--- src/rtl/uart_rx_param.sv ---
// uart_rx_param: oversampling UART receiver with configurable data width, stop length and parity.
// Define UART_RX_PARITY_EN to expect one parity bit after the data bits.
module uart_rx_param #(
  parameter int DBIT       = 8,
  parameter int OVS        = 16,
  parameter int SB_TICK    = 16,
  parameter int PARITY_ODD = 0
) (
  input  logic            i_Clock,
  input  logic            i_reset,
  input  logic            i_bd,
  input  logic            i_Rx_Serial,
  output logic            o_Rx_Done,
  output logic [DBIT-1:0] o_Rx_Byte,
  output logic            o_Frame_Err,
  output logic            o_Parity_Err
);

  localparam int TICK_MAX = (OVS > SB_TICK) ? OVS : SB_TICK;
  localparam int TW       = $clog2(TICK_MAX);
  localparam int BW       = $clog2(DBIT + 1);

  localparam logic [TW-1:0] T_ONE  = TW'(1);
  localparam logic [TW-1:0] T_MID  = TW'(OVS / 2 - 1);
  localparam logic [TW-1:0] T_BIT  = TW'(OVS - 1);
  localparam logic [TW-1:0] T_STOP = TW'(SB_TICK - 1);
  localparam logic [BW-1:0] B_ONE  = BW'(1);
  localparam logic [BW-1:0] B_LAST = BW'(DBIT - 1);

  typedef enum logic [2:0] {
    S_IDLE,
    S_START,
    S_DATA,
`ifdef UART_RX_PARITY_EN
    S_PARITY,
`endif
    S_STOP
  } state_t;

  state_t          state_q, state_d;
  logic            rx_meta, rx_s;
  logic [TW-1:0]   tick_q, tick_d;
  logic [BW-1:0]   bit_q, bit_d;
  logic [DBIT-1:0] shreg_q, shreg_d;
  logic            fe_pend_q, fe_pend_d;
  logic [DBIT-1:0] byte_q, byte_d;
  logic            ferr_q, ferr_d;
  logic            done_q, done_d;
  logic            stop_low;

`ifdef UART_RX_PARITY_EN
  localparam logic PAR_ODD = 1'(PARITY_ODD);
  logic pe_pend_q, pe_pend_d;
  logic perr_q, perr_d;
`endif

  // Synchroniser and state registers
  always_ff @(posedge i_Clock or posedge i_reset) begin
    if (i_reset) begin
      rx_meta   <= 1'b1;
      rx_s      <= 1'b1;
      state_q   <= S_IDLE;
      tick_q    <= '0;
      bit_q     <= '0;
      shreg_q   <= '0;
      fe_pend_q <= 1'b0;
      byte_q    <= '0;
      ferr_q    <= 1'b0;
      done_q    <= 1'b0;
`ifdef UART_RX_PARITY_EN
      pe_pend_q <= 1'b0;
      perr_q    <= 1'b0;
`endif
    end else begin
      rx_meta   <= i_Rx_Serial;
      rx_s      <= rx_meta;
      state_q   <= state_d;
      tick_q    <= tick_d;
      bit_q     <= bit_d;
      shreg_q   <= shreg_d;
      fe_pend_q <= fe_pend_d;
      byte_q    <= byte_d;
      ferr_q    <= ferr_d;
      done_q    <= done_d;
`ifdef UART_RX_PARITY_EN
      pe_pend_q <= pe_pend_d;
      perr_q    <= perr_d;
`endif
    end
  end

  // Next-state and output-register logic
  always_comb begin
    state_d   = state_q;
    tick_d    = tick_q;
    bit_d     = bit_q;
    shreg_d   = shreg_q;
    fe_pend_d = fe_pend_q;
    byte_d    = byte_q;
    ferr_d    = ferr_q;
    done_d    = 1'b0;
    stop_low  = 1'b0;
`ifdef UART_RX_PARITY_EN
    pe_pend_d = pe_pend_q;
    perr_d    = perr_q;
`endif

    case (state_q)
      S_IDLE: begin
        if (!rx_s) begin
          state_d   = S_START;
          tick_d    = '0;
          fe_pend_d = 1'b0;
`ifdef UART_RX_PARITY_EN
          pe_pend_d = 1'b0;
`endif
        end
      end

      S_START: begin
        if (i_bd) begin
          if (tick_q == T_MID) begin
            if (rx_s) begin
              state_d = S_IDLE;
            end else begin
              state_d = S_DATA;
              tick_d  = '0;
              bit_d   = '0;
            end
          end else begin
            tick_d = tick_q + T_ONE;
          end
        end
      end

      S_DATA: begin
        if (i_bd) begin
          if (tick_q == T_BIT) begin
            tick_d  = '0;
            shreg_d = {rx_s, shreg_q[DBIT-1:1]};
            if (bit_q == B_LAST) begin
`ifdef UART_RX_PARITY_EN
              state_d = S_PARITY;
`else
              state_d = S_STOP;
`endif
            end else begin
              bit_d = bit_q + B_ONE;
            end
          end else begin
            tick_d = tick_q + T_ONE;
          end
        end
      end

`ifdef UART_RX_PARITY_EN
      S_PARITY: begin
        if (i_bd) begin
          if (tick_q == T_BIT) begin
            tick_d  = '0;
            state_d = S_STOP;
            if (rx_s != ((^shreg_q) ^ PAR_ODD)) pe_pend_d = 1'b1;
          end else begin
            tick_d = tick_q + T_ONE;
          end
        end
      end
`endif

      S_STOP: begin
        if (i_bd) begin
          // Stop centre and stop end coincide when SB_TICK == OVS
          stop_low = (tick_q == T_BIT) && !rx_s;
          if (stop_low) fe_pend_d = 1'b1;
          if (tick_q == T_STOP) begin
            state_d = S_IDLE;
            tick_d  = '0;
            byte_d  = shreg_q;
            ferr_d  = fe_pend_q | stop_low;
            done_d  = 1'b1;
`ifdef UART_RX_PARITY_EN
            perr_d  = pe_pend_q;
`endif
          end else begin
            tick_d = tick_q + T_ONE;
          end
        end
      end

      default: state_d = S_IDLE;
    endcase
  end

  assign o_Rx_Done   = done_q;
  assign o_Rx_Byte   = byte_q;
  assign o_Frame_Err = ferr_q;
`ifdef UART_RX_PARITY_EN
  assign o_Parity_Err = perr_q;
`else
  assign o_Parity_Err = 1'b0;
`endif

endmodule

--- config.mk ---
export PLATFORM = sky130hd
export DESIGN_NAME = uart_rx_param
export DESIGN_NICKNAME = d
export VERILOG_FILES = /design/src/rtl/uart_rx_param.sv
export SDC_FILE = /design/constraint.sdc
export NUM_CORES = 1
export LEC_CHECK = 0
export BUFFER_PORTS_ARGS = -buffer_cell sky130_fd_sc_hd__buf_2
export CORE_MARGIN = 8
export CORE_UTILIZATION = 30
export DETAILED_ROUTE_END_ITERATION = 10
export SYNTH_ARGS = -nofsm -noshare
export SYNTH_HDL_FRONTEND = slang
export SYNTH_SLANG_ARGS = --single-unit
export TNS_END_PERCENT = 30
--- constraint.sdc ---
create_clock -name i_Clock -period 1.7 [get_ports i_Clock]
set_input_delay 0.085 -clock i_Clock [delete_from_list [all_inputs] [get_ports i_Clock]]
set_output_delay 0.085 -clock i_Clock [all_outputs]
set_load 0.02 [all_outputs]
# [Yosys cells after proc, flatten, opt, wreduce, memory -nomap -nowiden]
# Index checks and enable logic that the tools add are counted.
[word_totals] ff_bits=32 elab_cells=74
[op_classes] n_addsub=2 eq_ne=18 n_mux=30 n_bitwise=1 n_reduce_logical=13
[ops] operator="4-bit 2-to-1 mux" count=11
[ops] operator="3-bit 2-to-1 mux" count=8
[ops] operator="2-bit != test, second input constant" count=11
[ops] operator="3-bit case mux with 4 select lines" count=1
[ops] operator="4-bit case mux with 3 select lines" count=1
[ops] operator="3-bit AND reduction" count=3
[ops] operator="4-bit by 1-bit adder with 4-bit output, second input constant" count=2
[ops] operator="4-bit by 3-bit == test with 1-bit output, second input constant" count=2
[ops] operator="4-bit case mux with 2 select lines" count=1
[ops] operator="8-bit AND reduction" count=1
[ops] operator="7-bit AND reduction" count=1
[ops] operator="3-bit by 2-bit == test with 1-bit output, second input constant" count=2
[ops] operator="1-bit 2-to-1 mux" count=6
[ops] operator="4-bit == test, second input constant" count=1
[ops] operator="4-bit AND reduction" count=1
[ops] operator="2-bit nonzero test" count=2
[ops] operator="3-bit by 1-bit == test with 1-bit output, second input constant" count=1
[ops] operator="3-bit logical NOT" count=1
[ops] operator="3-bit nonzero test" count=1
[ops] operator="2-bit 2-to-1 mux" count=1
[ops] operator="2-bit by 1-bit != test with 1-bit output, second input constant" count=1
[ops] operator="1-bit case mux with 2 select lines" count=1
[ops] operator="2-bit OR reduction" count=1
[ops] operator="1-bit logical AND" count=1
[ops] operator="2 further kinds" count=2

# [Logic depth before layout (Yosys ltp)]
[logic_depth] depth_word=5 depth_mapped=6 depth_no_buf=5

# [Worst setup path before layout]
# Ideal clock, no wire load.
[synth_timing] path_type="register -> register" from="register tick_q[0]" to="register shreg_q[0]" setup_ns=0.125 arrival_ns=1.444 required_time_ns=1.575 slack_ns=0.131 stages_incl_launch_ff=5 period_less_slack_ns=1.569 cell_sequence="dfrtp_1 > ha_1 > nand4_1 > nor2_2 > mux2_2"
[synth_between] elab_chain_len=2
[synth_rtl] element="start, declared" line="42" text="logic [TW-1:0] tick_q, tick_d;"
[synth_rtl] element="start signal, assigned" line="78" text="tick_q <= tick_d;"
[synth_rtl] element="4-bit == test" line="138" text="if (tick_q == T_BIT) begin"
[synth_rtl] element="3-bit AND reduction (no source line)"
[synth_rtl] element="end signal, assigned" line="80" text="shreg_q <= shreg_d;"
[synth_rtl] element="end, declared" line="44" text="logic [DBIT-1:0] shreg_q, shreg_d;"
# Every way passes these cells.
# A chain may end at the register's enable or synchronous reset.

# [Final worst setup path]
[layout_timing] from="register tick_q[1]" to="register bit_q[0]"
[layout_between] elab_chain_len=3 word_cells_on_any_way=5 classes_between="eq/ne: 4; reduce/logical: 1"
[layout_rtl] element="4-bit == test / 4-bit by 3-bit == test with 1-bit output (equally long branches)" line="138, 122"
[layout_rtl] element="2-bit != test (no source line)"
[layout_rtl] element="7-bit AND reduction (no source line) (*)"
[layout_rtl] element="end signal, assigned" line="79" text="bit_q <= bit_d;"
[layout_rtl] element="end, declared" line="43" text="logic [BW-1:0] bit_q, bit_d;"
# Every way passes the cells marked *; elsewhere a longest branch is shown, timed or not.

==> results_dict.tcl <==
set metrics [dict create \
    drcViolationCount 0 \
    setup_viol 0 \
    antenna_found_initial 0 \
    cts_tree "yes" \
    ys_types 37 \
    ant_nets 0 \
    grt_pass1_wl_mm 4.70 \
    synthArstFlopShare_pct 100 \
    fin_worst_skew_ns 0.00587 \
    firstDrtPassIters 4 \
    drv_slew 0 \
    crit_chain "ha_2 -> buf_4 -> and3_4 -> nor2_1 -> nor3_2 -> mux2_2" \
    die_w_um 84.7 \
    p_per_area_mw_per_mm2 1220 \
    gr-usage-all-layers_pct 8.31 \
    period_share_pct 97.0 \
    netlist_area_mm2 0.00142 \
    rows 25 \
    core-area_mm2 0.00463 \
    die-area_mm2 0.00717 \
    cp_data_arrival_time_ns 1.81 \
    cts-htree-levels 2 \
    critPathKind "reg -> reg" \
    num_vias 1000 \
    syn_avg_cell_area_um2 12.1 \
    synthMostInstantiatedCell "dfrtp_1" \
    nets 151 \
    fp.dieH_um 84.7 \
    dpl.hpwl_mm 1.97 \
    hp-class "in -> reg" \
    wl_per_cell_um 13.9 \
    clkLatencyLatePin_ns 0.28 \
    design_area_mm2 0.00172 \
    synth.area.top_cells "dfrtp_1 (51%), mux2_2 (15%), dfstp_2 (3.7%)" \
    vdd_ir_drop_max_mv 0.683 \
    syn_nets 123 \
    cp_slowest_stage_delay_ns 0.38 \
    cpMaxStageDelayCell "dfrtp_1" \
    cap_violations 0 \
    start_kind "flip-flop" \
    ys_seq_elements 31 \
    max_freq_mhz 606 \
    initial_core_util_pct 30.6 \
    antenna_cells 0 \
    ys_top_cells_by_count "dfrtp_1 (29), mux2_2 (19), nor2_1 (6)" \
    synthCells 117 \
    cts_made_buffers 5 \
    relSlewSlack_pct 62.5 \
    synth_top_area_cell "dfrtp_1" \
    gp_congestion 0.778 \
    grt_max_degree 20 \
    first_global_vias 999 \
    synthFlopType "dfrtp_1" \
    end_kind "flip-flop" \
    synth_seq_area_share_pct 55.0 \
    period_needed_ns 1.65 \
    holdWs_ns 0.200 \
    crit_family "simple AND/OR/NAND/NOR gates" \
    area_growth_pct 21.8 \
    power.leakage_uw 0.000835 \
    placed_area_mm2 0.00158 \
    crit_fanout 4 \
    via_per_inst 5.00 \
    crit_buf_inv 1 \
    drt_wl_total_mm 2.78 \
    numClockSinks 31 \
    synth_edf_count 0 \
    synth_warnings 0 \
    status "complete, no violations" \
    drive_gt1_share_pct 39.0 \
    hold_viol 0 \
    portBuffers 13 \
    clock-root-buffer "clkbuf_8" \
    yosysTopAreaCellShare_pct 51.3 \
    cts.path.max_buffers 2 \
    drt_first_iter_violations 56 \
    tightest_slew_ns 0.563 \
    ios 15 \
    overflow 0 \
    crit_required_ns 1.86 \
    clkTransAtPathRegs_ns 0.07 \
]
==> where the power goes <==
part | switching [µW] | internal, µW | leakage [µW] | total, µW
Combinational | 263 | 281 | 0.000386 | 545
Sequential | 149 | 866 | 0.000407 | 1010
Clock | 264 | 287 | 0.0000422 | 550
==> layout by cell type, fill, tap and decap left out, types with 3 or more instances in the layout <==
| master | n |
|---|---|
| dfrtp_1 | 29 |
| nor2_1 | 6 |
| buf_2 | 13 |
| nand3_1 | 4 |
| buf_4 | 10 |
| nand2_1 | 5 |
| clkbuf_8 | 5 |
| nor3_1 | 3 |
| inv_1 | 5 |
| o21ai_0 | 4 |
| nand3b_1 | 3 |
| nand4_1 | 3 |
| mux2_2 | 19 |
==> state kept, by name, indices dropped and copies added, names as in the netlist, 2 cells and up <==
signal / flops
o_Rx_Byte: 8
shreg_q: 8
bit_q: 4
tick_q: 4
state_q: 2
==> path summary, 6_finish.rpt <==
check                                 startpoint  slack (ns)  cells past startpoint                    end
setup / recovery           tick_q[1]$_DFFE_PP0P_        0.05                      6   bit_q[0]$_DFFE_PP0P_
hold / removal                              i_bd        0.20                      3  tick_q[3]$_DFFE_PP0P_
setup reg to reg           tick_q[1]$_DFFE_PP0P_        0.05                      6   bit_q[0]$_DFFE_PP0P_
hold reg to reg                rx_meta$_DFF_PP1_        0.36                      0         rx_s$_DFF_PP1_
max in group asynchronous                i_reset        0.73                      4         rx_s$_DFF_PP1_
min in group asynchronous                i_reset        0.40                      3  tick_q[1]$_DFFE_PP0P_
==> cells by family (layout without fill, tap and decap cells) <==
kind of cell	count (synthesis)	count (layout)	synth area share, %
AND/OR/NAND/NOR	34	34	13.7
other	1	1	0.265
buffers and inverters	10	39	3.98
flip-flops	31	31	55.0
adder cells (fa/ha/maj)	2	2	1.77
AO/OA/AOI/OAI	19	19	9.46
multiplexers	20	20	15.8
==> final cells by class <==
| type | count | area, µm² |
|---|---|---|
| Multi-Input combinational cell | 76 | 597 |
| Inverter | 5 | 18.8 |
| Timing Repair Buffer | 26 | 180 |
| Fill cell | 449 | 2910 |
| Clock inverter | 1 | 5.00 |
| Tap cell | 54 | 67.6 |
| Clock buffer | 7 | 76.3 |
| Sequential cell | 31 | 778 |
==> routing by layer <==
layer	vias up	track usage [%]	share of wire [%]
met5	-	0	0
met3	5	3.32	4.5
met4	0	4.37	1.6
met1	499	9.63	47
met2	22	12.9	47
li1	474	-	-
==> stage by stage <==
step | util, % | setup WS (ns) | instances | setup TNS [ns] | total power (µW)
final | 37.2 | 0.0505 | 200 | 0 | 2110
after global placement | 34.2 | 0.0983 | 187 | 0 | 1510
after CTS | 36.4 | 0.0311 | 197 | 0 | 2110
after floorplan | - | 0.131 | 117 | 0 | 1390
after global routing | 37.2 | -0.00237 | 200 | -0.00237 | 2240
after detailed placement | 34.2 | 0.0491 | 187 | 0 | 1530
==> tightest hold or removal path, delay by kind of cell <==
kind	cells	cell delay, ns
buffers and inverters	1	0.16
AOI/OAI and AO/OA	1	0.11
and+or+nand+nor	1	0.07
==> timing repair <==
| item | CTS | global route |
|---|---|---|
| hold buffers | 2 | 0 |
| resized for setup | 0 | 4 |
| setup endpoints to repair | 0 | 20 |
| buffers inserted | 0 | 3 |
| endpoints found under the hold margin | 13 | 0 |
Note: power is estimated with default switching activity, not from simulation.
